<file path="src/rtl/fifo.sv">
// Synchronous single-clock FIFO used as the word buffer between the operand
// feeders and the systolic-array PEs. One push and one pop per cycle. Read
// data is registered, so it appears one cycle after the accepting edge.
// Optional build macro: FIFO_ERR_FLAGS_EN adds sticky overflow/underflow outputs.
module fifo #(
  parameter int WORD_WIDTH = 8,
  parameter int FIFO_CAP   = 16,
  parameter int PTR_WIDTH  = 4
) (
  input  logic                  clk,
  input  logic                  reset_n,
  input  logic                  w_enable,
  input  logic                  r_enable,
  input  logic [WORD_WIDTH-1:0] d_in,
  output logic                  full,
  output logic                  empty,
`ifdef FIFO_ERR_FLAGS_EN
  output logic                  overflow,
  output logic                  underflow,
`endif
  output logic [WORD_WIDTH-1:0] d_out
);

  localparam logic [PTR_WIDTH:0] CAP_CNT = (PTR_WIDTH+1)'(FIFO_CAP);

  logic [WORD_WIDTH-1:0] mem [FIFO_CAP];
  logic [PTR_WIDTH-1:0]  wr_ptr;
  logic [PTR_WIDTH-1:0]  rd_ptr;
  logic [PTR_WIDTH:0]    count;
  logic                  wr_ok;
  logic                  rd_ok;

  // Status flags and request qualification, all decoded from the occupancy.
  always_comb begin
    full  = (count == CAP_CNT);
    empty = (count == '0);
    wr_ok = w_enable & ~full;
    rd_ok = r_enable & ~empty;
  end

  // Storage array; never cleared, and a write coinciding with reset is dropped.
  always_ff @(posedge clk) begin
    if (wr_ok && !reset_n) begin
      mem[wr_ptr] <= d_in;
    end
  end

  // Pointers, occupancy and the registered read port.
  always_ff @(posedge clk) begin
    if (reset_n) begin
      wr_ptr <= '0;
      rd_ptr <= '0;
      count  <= '0;
      d_out  <= '0;
    end else begin
      if (wr_ok) begin
        wr_ptr <= wr_ptr + 1'b1;
      end
      if (rd_ok) begin
        rd_ptr <= rd_ptr + 1'b1;
        d_out  <= mem[rd_ptr];
      end
      case ({wr_ok, rd_ok})
        2'b10:   count <= count + 1'b1;
        2'b01:   count <= count - 1'b1;
        default: count <= count;
      endcase
    end
  end

`ifdef FIFO_ERR_FLAGS_EN
  // Sticky error flags: any rejected request latches until reset.
  always_ff @(posedge clk) begin
    if (reset_n) begin
      overflow  <= 1'b0;
      underflow <= 1'b0;
    end else begin
      if (w_enable && full) begin
        overflow <= 1'b1;
      end
      if (r_enable && empty) begin
        underflow <= 1'b1;
      end
    end
  end
`endif

endmodule

</file>
<file path="config.mk">
export PLATFORM = sky130hd
export DESIGN_NAME = fifo
export DESIGN_NICKNAME = d
export VERILOG_FILES = /design/src/rtl/fifo.sv
export SDC_FILE = /design/constraint.sdc
export NUM_CORES = 1
export LEC_CHECK = 0
export ABC_CLOCK_PERIOD_IN_PS = 7200
export BUFFER_PORTS_ARGS = -buffer_cell sky130_fd_sc_hd__buf_2
export CAP_MARGIN = 30
export CORE_MARGIN = 2
export CORE_UTILIZATION = 30
export CTS_CLUSTER_SIZE = 40
export DETAILED_ROUTE_END_ITERATION = 6
export HOLD_SLACK_MARGIN = 0.1
export MAX_ROUTING_LAYER = met4
export SETUP_SLACK_MARGIN = 0.5
export SLEW_MARGIN = 0
export SYNTH_ARGS = -nofsm -noshare
export SYNTH_HDL_FRONTEND = slang
export SYNTH_SLANG_ARGS = --single-unit
</file>
<file path="constraint.sdc">
create_clock -name clk -period 7.2 [get_ports clk]
set_input_delay 1.44 -clock clk [delete_from_list [all_inputs] [get_ports clk]]
set_output_delay 1.44 -clock clk [all_outputs]
set_load 0.01 [all_outputs]
</file>
# After elaboration in Yosys (flattened, before gate mapping)
# Memories as Yosys holds them, arrays and structs flattened. A register that Yosys moved wholly into a read port is not among the register bits.
# Index checks and enable logic that the tools add are counted.
[op_classes]
addsub = 4
eq_ne = 3
muxes = 3
n_bitwise = 4
reduce_logical = 4
[op_table]
columns = ["operator", "n"]
rows = [
  ["$pmux 5 s2", 1],
  ["$add 4x1->4 const B", 2],
  ["$add 5x1->5 const B", 1],
  ["$eq 5x5->1 const B", 1],
  ["$logic_not 5->1", 1],
  ["$sub 5x1->5 const B", 1],
  ["$and 1x1->1", 2],
  ["$eq 2x1->1 const B", 1],
  ["$eq 2x2->1 const B", 1],
  ["$mux 1", 2],
  ["$not 1->1", 2],
  ["$reduce_bool 2->1", 1],
  ["$logic_and 1x1->1", 1],
  ["$logic_not 1->1", 1],
]
[word_totals]
register_bits = 13
mem_bits_rw = 128
mem_count = 1
[mem_list]
columns = ["name", "depth", "width", "read_ports", "rd_clocked_by_memory_dff", "wr", "line_no", "source"]
rows = [
  ["mem", 16, 8, 1, 1, 1, "26", "logic [WORD_WIDTH-1:0] mem [FIFO_CAP];"],
]

# Depth between registers and ports, before layout
# Gate-level depths: netlist of the first run.
[depth]
word_depth = 6
ltp_mapped = 11
ltp_nobuf = 11

# Worst setup path after synthesis of the first run
# Ideal clock, no wire load.
[synth_timing]
path_kind = "in2reg"
start = "in w_enable"
end = "reg count[4]"
setup_time_ns = 0.121
arrival_time_ns = 3.354
required_time_ns = 7.079
path_slack_ns = 3.725
cell_stages = 9
n_path_buf = 0
cell_sequence = "a21boi_2 -> inv_1 -> ha_1 -> ha_1 -> nor2b_1 -> o21ai_0 -> a21oi_1 -> or3b_1 -> mux2_2"
[synth_between]
elab_chain_cells = 3
elab_cells_between_ends = 5
cone_classes = "eq/ne (2); mux (1); bitwise (1); reduce/logical (1)"
[synth_rtl]
columns = ["item", "line_no", "source"]
rows = [
  ["start: declaration", "12", "input logic w_enable,"],
  ["$and 1x1->1 (*)", "37", "wr_ok = w_enable & ~full;"],
  ["$eq 2x1->1 or $eq 2x2->1 (tied branches)", "63", "case ({wr_ok, rd_ok})"],
  ["$pmux 5 s2 or $reduce_bool 2->1 (tied branches)", "-", ""],
  ["end signal: assignment", "64", "2'b10: count <= count + 1'b1;"],
  ["end signal: assignment", "65", "2'b01: count <= count - 1'b1;"],
  ["end signal: assignment", "66", "default: count <= count;"],
  ["end: declaration", "29", "logic [PTR_WIDTH:0] count;"],
]
# Every way passes the cells marked *; elsewhere a longest branch is shown, timed or not.
# A chain may end at the register's enable or synchronous reset.

# Worst setup path after layout of the first run
# Same ends and word-level chain as after synthesis.

==> flow_metrics.env, run 1 <==
export IMPL_place_gp_congestion=0.798
export IMPL_synth_area_per_cell_um2=16.7
export IMPL_synth_cell_types=39
export IMPL_die_area_mm2=0.0212
export IMPL_fin_nets=406
export IMPL_outcome="completed"
export IMPL_drc=0
export IMPL_synthArstFlopShare_pct=0
export IMPL_routed_wl_mm=11.9
export IMPL_start_util_pct=30.7
export IMPL_maxCapViolations=0
export IMPL_cts_resized=0
export IMPL_ys_warn_count=0
export IMPL_cp_max_fo=9
export IMPL_reg2reg_depth=9
export IMPL_synth_edf_count=128
export IMPL_fin_hold_ws_ns=0.556
export IMPL_rows=51
export IMPL_start_kind="input pin"
export IMPL_numCtsBuffers=17
export IMPL_slew_headroom_pct=41.9
export IMPL_crit_family="compound AO/OA/AOI/OAI gates"
export IMPL_post_route_util_pct=35.7
export IMPL_hold_violations=0
export IMPL_holdBufCountCts=0
export IMPL_core_area_mm2=0.0196
export IMPL_min_path_type="flop to flop"
export IMPL_worst_path_buf_inv=2
export IMPL_wl_per_cell_um=17.9
export IMPL_vias=3116
export IMPL_grt_setup_unrepaired="no"
export IMPL_syn_instance_count=361
export IMPL_antenna_found_initial=0
export IMPL_ys_flop_type="edfxtp_1"
export IMPL_drtIter0Drc=178
export IMPL_p_total_mw=2.40
export IMPL_grt_pass1_vias=3176
export IMPL_clock_path_buffers=2
export IMPL_detail_route_antenna_nets=0
export IMPL_syn_nets=383
export IMPL_synth_seq_cells=149
export IMPL_power_density_mw_per_mm2=342
export IMPL_cts_tree="built"
export IMPL_antennaDiodeCount=0
export IMPL_place_area_mm2=0.00636
export IMPL_clk_latency_ns=0.42
export IMPL_grt_pass1_wl_mm=18.5
export IMPL_setup_viol=0
export IMPL_slowest_delay_ns=0.36
export IMPL_syn2layout_area_growth_pct=16.3
export IMPL_holdPathStages=2
export IMPL_critPathKind="input pin to flop"
export IMPL_cp_num_cells=10
export IMPL_grt_use_total_pct=12.1
export IMPL_slowest_stage="or3b_1"
export IMPL_die_w_um=146
export IMPL_clock_sinks=149
export IMPL_drt_vias_per_instance=4.71
export IMPL_layout_drive_gt1_share_pct=21.4
export IMPL_mostFrequentLayoutCells="128 x edfxtp_1, 50 x nor2_1, 34 x mux2i_1"
export IMPL_period_needed_ns=3.38
export IMPL_final_common_cell="edfxtp_1"
export IMPL_dr_pass1_iters=4
export IMPL_path_clk_slew_ns=0.06
export IMPL_grt_overflow=0
export IMPL_cts_root_buf="clkbuf_16"
export IMPL_die_y_um=146
export IMPL_postCtsSetupRepairBufs=0
export IMPL_grt_max_degree=51
export IMPL_fin_skew_ns=0.00560
export IMPL_syn_area_mm2=0.00602
export IMPL_p_leak_nw=2.19
export IMPL_crit_top_cell="ha_1"
export IMPL_ys_seq_area_share_pct=70.9
export IMPL_arrival_ns=3.68
export IMPL_ctsHtreeMaxLevel=4
export IMPL_finalCritPeriodShare_pct=46.9
export IMPL_place_hpwl_mm=7.52
export IMPL_critPathCaptureType="flop"
export IMPL_final_area_mm2=0.00700
export IMPL_cp_cell_sequence="buf_2 > a21boi_2 > inv_1 > ha_1 > ha_1 > nor2b_1 > o21ai_0 > a21oi_1 > or3b_1 > mux2_2"
export IMPL_max_freq_ghz=0.296
export IMPL_cp_required_ns=7.51
export IMPL_vdd_drop_max_uv=158
export IMPL_io_pins=22
export IMPL_tns_ns=0
export IMPL_slew_viol_final=0
export IMPL_worstMarginPinSlew_ns=0.868
export IMPL_io_buffers=21
through the flow:
step	setup WS [ns]	cells
after global placement	3.54	630
after detailed placement	3.41	630
after floorplan	3.73	361
after global routing	3.67	662
after CTS	3.87	662
final	3.82	662
path summary, 6_finish.rpt:
path	startpoint	end	slack, ns
hold reg to reg	d_out[5]	d_out[5]	0.56
setup reg to reg	count[0]	count[4]	4.10
setup / recovery	w_enable	count[4]	3.82
hold / removal	d_out[5]	d_out[5]	0.56
tightest hold or removal path, cell delays in order, from the launching register on:
cell      delay (ns)
dfxtp_1         0.32
nor2_1          0.13
a311oi_2        0.06
flip-flops by register name, indices dropped and copies added, names as in the netlist:
signal / cells
count: 5
mem: 128
rd_ptr: 4
wr_ptr: 4
d_out: 8
synthesized netlist by cell type (2+ instances only):
cell	number	area [um^2]
buf_6	2	22.5
a311oi_2	8	120
nand3_1	2	10.0
inv_1	7	26.3
buf_1	2	7.51
o22ai_1	16	100
ha_1	9	113
edfxtp_1	128	3840
mux4_2	16	360
clkbuf_1	6	22.5
nor2_1	50	188
a22oi_1	8	60.1
or3_1	2	12.5
a21oi_1	5	25.0
nand3b_1	2	15.0
nand4_1	2	12.5
nor2b_1	5	31.3
xor2_1	4	35.0
xnor2_1	3	26.3
dfxtp_1	21	420
buf_2	7	35.0
nand2_1	6	22.5
mux2i_1	34	340
final cells by class:
type | count | area, um^2
well taps | 265 | 332
clock inverters | 15 | 211
multi-input cells | 186 | 1620
fillers | 1831 | 12600
repair buffers | 23 | 120
clock buffers | 17 | 425
flip-flops and latches | 149 | 4270
inverters | 7 | 26.3
report_power, final:
part	switching, mW	internal (mW)
sequential	0.0463	0.988
combinational	0.241	0.175
clock	0.336	0.609
per-layer routing:
| layer | track usage, % | routed length (um) |
|---|---|---|
| met1 | 14.6 | 5290 |
| met2 | 19.7 | 5910 |
| met3 | 3.17 | 470 |
| met4 | 4.51 | 212 |
| met5 | - | 0 |
cells by family (layout without fill, tap and decap cells):
group,after synthesis,after routing,share of synthesized area [%]
compound gates,41,41,5.74
xor+xnor,8,8,1.29
fa+ha+maj,10,10,2.20
buf+inv,26,62,2.27
flops,149,149,70.9
mux,51,51,11.8
simple gates,76,76,5.80
No activity file was read; power rests on OpenSTA's default activity.
==> inputs of run 2 (changes only) <==
--- a/config.mk
+++ b/config.mk
@@ -5,7 +5,8 @@
 export SDC_FILE = /design/constraint.sdc
 export NUM_CORES = 1
 export LEC_CHECK = 0
-export ABC_CLOCK_PERIOD_IN_PS = 7200
+export ABC_AREA = 1
+export ABC_CLOCK_PERIOD_IN_PS = 3120
 export BUFFER_PORTS_ARGS = -buffer_cell sky130_fd_sc_hd__buf_2
 export CAP_MARGIN = 30
 export CORE_MARGIN = 2
==> constraint.sdc (replaced) <==
create_clock -name clk -period 3.12 [get_ports clk]
set_input_delay 0.624 -clock clk [delete_from_list [all_inputs] [get_ports clk]]
set_output_delay 0.624 -clock clk [all_outputs]
set_load 0.01 [all_outputs]
==> flow_metrics.env, run 2 <==
export IMPL_synth_area_per_cell_um2=9.87
export IMPL_grt_pass1_vias=4321
export IMPL_min_path_type="flop to flop"
export IMPL_critPathCaptureType="flop"
export IMPL_syn2layout_area_growth_pct=14.4
export IMPL_p_total_mw=5.97
export IMPL_ys_seq_area_share_pct=64.9
export IMPL_wl_per_cell_um=15.4
export IMPL_rows=54
export IMPL_vdd_drop_max_uv=544
export IMPL_period_needed_ns=2.32
export IMPL_synth_compound_area_share_pct=1.75
export IMPL_synth_most_common_cell="nand2_1"
export IMPL_max_freq_ghz=0.430
export IMPL_core_area_mm2=0.0217
export IMPL_arrival_ns=2.69
export IMPL_die_y_um=152
export IMPL_final_cells=976
export IMPL_finalCritPeriodShare_pct=74.5
export IMPL_fillCellCount=2162
export IMPL_synth_edf_count=128
export IMPL_cts_root_buf="clkbuf_16"
export IMPL_tns_ns=0
export IMPL_grt_overflow=0
export IMPL_cp_max_fo=20
export IMPL_dr_pass1_iters=4
export IMPL_synth_seq_cells=149
export IMPL_synth_fa_ha_area_share_pct=2.02
export IMPL_syn_instance_count=666
export IMPL_grt_setup_unrepaired="no"
export IMPL_io_buffers=21
export IMPL_regMostFlops="mem"
export IMPL_final_area_mm2=0.00752
export IMPL_place_gp_congestion=0.879
export IMPL_ys_warn_count=0
export IMPL_reg2reg_from="count[1]"
export IMPL_clock_sinks=149
export IMPL_syn_nets=688
export IMPL_switching_share_pct=32.1
export IMPL_syn_area_mm2=0.00657
export IMPL_synth_xor_area_share_pct=0.666
export IMPL_outcome="completed"
export IMPL_r2r_end="count[4]"
export IMPL_fin_hold_ws_ns=0.504
export IMPL_p_int_mw=4.05
export IMPL_reg2reg_depth=14
export IMPL_synth_area_leaders="edfxtp_1 58%, nand2_1 12%, nand3_1 7.4%"
export IMPL_die_area_mm2=0.0231
export IMPL_place_inst=944
export IMPL_drt_vias_per_instance=4.54
export IMPL_start_kind="flop"
export IMPL_ys_flop_type="edfxtp_1"
export IMPL_path_clk_slew_ns=0.06
export IMPL_synth_cell_types=24
export IMPL_fin_nets=705
export IMPL_drc=0
export IMPL_synthMuxAreaShare_pct=0
export IMPL_clk_latency_ns=0.43
export IMPL_mostFrequentLayoutCells="218 x nand2_1, 128 x edfxtp_1, 97 x nand3_1"
export IMPL_cp_required_ns=3.48
export IMPL_ctsHtreeMaxLevel=4
export IMPL_synth_top_area_cell="edfxtp_1"
export IMPL_start_util_pct=30.3
export IMPL_synthArstFlopShare_pct=0
export IMPL_critPathKind="flop to flop"
export IMPL_pwr_share_clk_pct=36.4
export IMPL_layout_drive_gt1_share_pct=9.20
export IMPL_cts_tree="built"
export IMPL_numCtsBuffers=17
export IMPL_setup_viol=0
export IMPL_antenna_found_initial=0
export IMPL_combinationalPowerShare_pct=24.5
export IMPL_critPathCapture="count[4]"
export IMPL_slew_viol_final=0
export IMPL_grt_use_total_pct=13.8
export IMPL_hold_violations=0
export IMPL_switching_power_mw=1.91
export IMPL_slew_headroom_pct=49.6
export IMPL_clock_path_buffers=2
export IMPL_p_leak_nw=3.16
export IMPL_postCtsSetupRepairBufs=0
export IMPL_yosys_top_cells_count="218 x nand2_1, 128 x edfxtp_1, 97 x nand3_1, 90 x inv_1, 36 x nor2_1"
export IMPL_place_area_mm2=0.00689
export IMPL_grt_pass1_wl_mm=23.5
export IMPL_synth_top_cell_area_share_pct=58.5
export IMPL_power_density_mw_per_mm2=793
export IMPL_detail_route_antenna_nets=0
export IMPL_drtIter0Drc=302
export IMPL_antennaDiodeCount=0
export IMPL_routed_wl_mm=15.0
export IMPL_grt_max_degree=67
export IMPL_synth_simple_area_share_pct=22.5
export IMPL_reg2reg_slack_ns=0.80
export IMPL_place_hpwl_mm=9.49
export IMPL_maxCapViolations=0
export IMPL_fin_skew_ns=0.0164
export IMPL_crit_start="count[1]"
export IMPL_reg_top3="mem: 128 flops, d_out: 8 flops, count: 5 flops"
export IMPL_vias=4432
export IMPL_pwr_share_seq_pct=39.2
export IMPL_worstMarginPinSlew_ns=0.754
export IMPL_synth_top_family_by_area="simple AND/OR/NAND/NOR gates"
export IMPL_final_common_cell="nand2_1"
export IMPL_io_pins=22
export IMPL_die_w_um=152
export IMPL_largest_reg_flops=128
## run 2: cell types whose count changed after synthesis, sizes merged, moves of 5 or more
cell,before,now
nand2,7,220
nand3,2,97
inv,7,93
mux2i,34,0
mux4,16,0
o22ai,16,0
nor2,50,36
buf,13,26
a22oi,8,0
a311oi,8,0
a21oi,5,12
o21ai,1,8
nor2b,5,0
## run 2: worst min-delay path by stage
stage,to,slack (ns),cells past startpoint,from
6_report,wr_ptr[3],0.50,2,wr_ptr[3]
4_1_cts,wr_ptr[3],0.50,2,wr_ptr[3]
3_5_place_dp,wr_ptr[3],0.49,2,wr_ptr[3]
3_3_place_gp,count[4],0.50,2,count[4]
2_1_floorplan,wr_ptr[3],0.47,2,wr_ptr[3]
5_1_grt,wr_ptr[3],0.52,2,wr_ptr[3]
## run 2: per-layer routing
layer  part of all wire, %  routed length [um]  global-route usage, %  vias up
met5                     0                   0                      -        -
met4                   2.8                 418                   5.96        0
met3                   6.3                 941                   3.31       30
met2                    46                6850                   20.8      148
met1                    45                6800                   17.8     2063
li1                      -                   -                      -     2191
## run 2: worst max-delay path: stages, from the launching register on
cell,delay [ns]
dfxtp_1,0.35
inv_1,0.09
nand4_1,0.15
nand2_2,0.13
inv_4,0.19
ha_1,0.29
inv_1,0.08
fa_1,0.40
inv_1,0.07
nand2_1,0.06
a21boi_0,0.16
o21bai_1,0.08
nand2_1,0.06
nand2_1,0.05
a21oi_1,0.11
## run 2: power by group through the flow
stage / Combinational, mW / Sequential, mW / Clock (mW)
floorplan: 1.07 / 2.38 / 0
global placement: 1.45 / 2.38 / 0
detailed placement: 1.45 / 2.38 / 0
CTS: 1.46 / 2.34 / 2.20
global route: 1.66 / 2.35 / 2.29
finish: 1.46 / 2.34 / 2.17
## run 2: cell type report
type / count / area, um^2 / share of cell area, %
timing repair buffer: 27 / 150 / 2.00
inverter: 95 / 359 / 4.77
clock buffer: 17 / 425 / 5.65
sequential: 149 / 4270 / 56.7
clock inverter: 15 / 205 / 2.73
multi-input combinational: 393 / 1770 / 23.5
tap: 280 / 350 / 4.66
## run 2: repair_timing
action | in CTS | in global routing
resized for setup | 0 | 2
setup endpoints to repair | 0 | 1
hold buffers | 0 | 0
## run 2: cells by family after synthesis
logic type / count (synthesis)
AO/OA/AOI/OAI: 22
XOR/XNOR: 5
adder cells (fa/ha/maj): 10
buffers and inverters: 124
flip-flops: 149
AND/OR/NAND/NOR: 356
## run 2: per-stage QoR
stage,util (%),setup WS [ns]
2_1_floorplan,-,0.933
3_3_place_gp,31.8,0.604
3_5_place_dp,31.8,0.593
4_1_cts,34.7,0.685
5_1_grt,34.7,0.518
6_report,34.7,0.795
==> inputs of run 3 (changes only) <==
--- a/config.mk
+++ b/config.mk
@@ -6,7 +6,7 @@
 export NUM_CORES = 1
 export LEC_CHECK = 0
 export ABC_AREA = 1
-export ABC_CLOCK_PERIOD_IN_PS = 3120
+export ABC_CLOCK_PERIOD_IN_PS = 2150
 export BUFFER_PORTS_ARGS = -buffer_cell sky130_fd_sc_hd__buf_2
 export CAP_MARGIN = 30
 export CORE_MARGIN = 2
==> constraint.sdc (replaced) <==
create_clock -name clk -period 2.15 [get_ports clk]
set_input_delay 0.43 -clock clk [delete_from_list [all_inputs] [get_ports clk]]
set_output_delay 0.43 -clock clk [all_outputs]
set_load 0.01 [all_outputs]
==> flow_metrics.env, run 3 (synthesis results as in run 2) <==
export IMPL_largest_reg_flops=128
export IMPL_power_density_mw_per_mm2=1110
export IMPL_clock_sinks=149
export IMPL_post_route_util_pct=36.8
export IMPL_wl_per_cell_um=14.9
export IMPL_slowest_delay_ns=0.37
export IMPL_die_w_um=152
export IMPL_grt_pass1_vias=4336
export IMPL_dr_pass1_iters=5
export IMPL_vdd_drop_max_uv=565
export IMPL_clk_latency_ns=0.42
export IMPL_crit_family="adder cells"
export IMPL_drtIter0Drc=333
export IMPL_cts_root_buf="clkbuf_16"
export IMPL_slew_viol_final=0
export IMPL_cts_tree="built"
export IMPL_final_common_cell="nand2_1"
export IMPL_fin_nets=744
export IMPL_rows=54
export IMPL_ctsHtreeMaxLevel=4
export IMPL_vias=4533
export IMPL_grt_max_degree=67
export IMPL_mostFrequentLayoutCells="212 x nand2_1, 128 x edfxtp_1, 96 x nand3_1"
export IMPL_cp_cell_sequence="nor2_2 > nand4_1 > nand2_2 > ha_4 > inv_2 > fa_2 > buf_4 > buf_4 > xnor2_1 > o21ai_1 > inv_1"
export IMPL_slew_headroom_pct=70.8
export IMPL_cp_required_ns=2.46
export IMPL_path_clk_slew_ns=0.06
export IMPL_worstMarginPinSlew_ns=0.437
export IMPL_maxCapViolations=0
export IMPL_place_gp_congestion=0.818
export IMPL_p_total_mw=8.84
export IMPL_reg2reg_slack_ns=0.20
export IMPL_hold_violations=0
export IMPL_die_y_um=152
export IMPL_min_path_type="input pin to flop"
export IMPL_numCtsBuffers=17
export IMPL_core_area_mm2=0.0217
export IMPL_finalCritPeriodShare_pct=90.8
export IMPL_setup_viol=0
export IMPL_place_hpwl_mm=8.86
export IMPL_outcome="completed"
export IMPL_worst_path_buf_inv=4
export IMPL_clock_path_buffers=2
export IMPL_crit_top_cell="buf_4"
export IMPL_die_area_mm2=0.0231
export IMPL_antenna_found_initial=0
export IMPL_grt_use_total_pct=13.5
export IMPL_max_freq_ghz=0.512
export IMPL_start_util_pct=30.3
export IMPL_regMostFlops="mem"
export IMPL_p_leak_nw=3.37
export IMPL_slowest_stage="fa_2"
export IMPL_fin_skew_ns=0.00870
export IMPL_grt_pass1_wl_mm=23.5
export IMPL_drc=0
export IMPL_antennaDiodeCount=0
export IMPL_arrival_ns=2.26
export IMPL_io_pins=22
export IMPL_drt_vias_per_instance=4.47
export IMPL_routed_wl_mm=15.1
export IMPL_start_kind="flop"
export IMPL_reg_top3="mem: 128 flops, d_out: 8 flops, count: 5 flops"
export IMPL_critPathKind="flop to flop"
export IMPL_top_usage_layer="met2"
export IMPL_syn2layout_area_growth_pct=21.5
export IMPL_grt_overflow=0
export IMPL_io_buffers=21
export IMPL_grt_use_met2_pct=21.2
export IMPL_critPathCaptureType="flop"
export IMPL_global_route_usage_met3_pct=2.42
export IMPL_layout_drive_gt1_share_pct=18.1
export IMPL_detail_route_antenna_nets=0
export IMPL_cp_max_fo=3
export IMPL_grt_util_met1_pct=17.2
export IMPL_tns_ns=0
export IMPL_grt_setup_unrepaired="yes"
export IMPL_period_needed_ns=1.95
-- run 3: final cells by class --
class	instances	area [um^2]
multi-input cells	393	1880
clock buffers	24	472
repair buffers	66	547
flip-flops and latches	149	4270
fillers	2097	13700
well taps	280	350
clock inverters	8	105
inverters	95	360
-- run 3: power breakdown --
group	total, mW	switching [mW]	internal [mW]
Combinational	2.55	1.60	0.951
Clock	2.89	1.11	1.77
Sequential	3.40	0.0949	3.30
Total	8.84	2.81	6.03
-- run 3: per-layer routing --
layer,part of all wire (%),vias up
met3,3.5,20
met1,46,2162
li1,-,2267
met2,48,84
met4,1.7,0
met5,0,-
-- run 3: repair_timing --
action / CTS / global route
pin swaps: 7 / 14
setup buffers: 10 / 6
setup endpoints to repair: 6 / 140
resized for setup: 4 / 37
hold buffers: 0 / 0
gates cloned: 0 / 1
-- run 3: metrics by stage --
stage | setup WS, ns | hold slack (ns) | cells | cell area [um^2]
2_1_floorplan | 0.312 | 0.458 | 666 | 6620
3_3_place_gp | 0.218 | 0.473 | 966 | 7120
3_5_place_dp | 0.184 | 0.479 | 966 | 7120
4_1_cts | 0.311 | 0.389 | 1008 | 7780
5_1_grt | 0.0508 | 0.406 | 1015 | 7990
6_report | 0.199 | 0.406 | 1015 | 7990
-- run 3: path summary, 6_finish.rpt --
kind	startpoint	endpoint	depth (start not counted)
min	reset_n	count[4]	3
min reg2reg	count[4]	count[4]	2
max reg2reg	count[0]	count[2]	11
max	count[0]	count[2]	11
-- run 3: worst min-delay path, delay by kind of cell --
kind | cells | cell delay (ns)
buffers and inverters | 2 | 0.31
AO/OA/AOI/OAI | 1 | 0.04
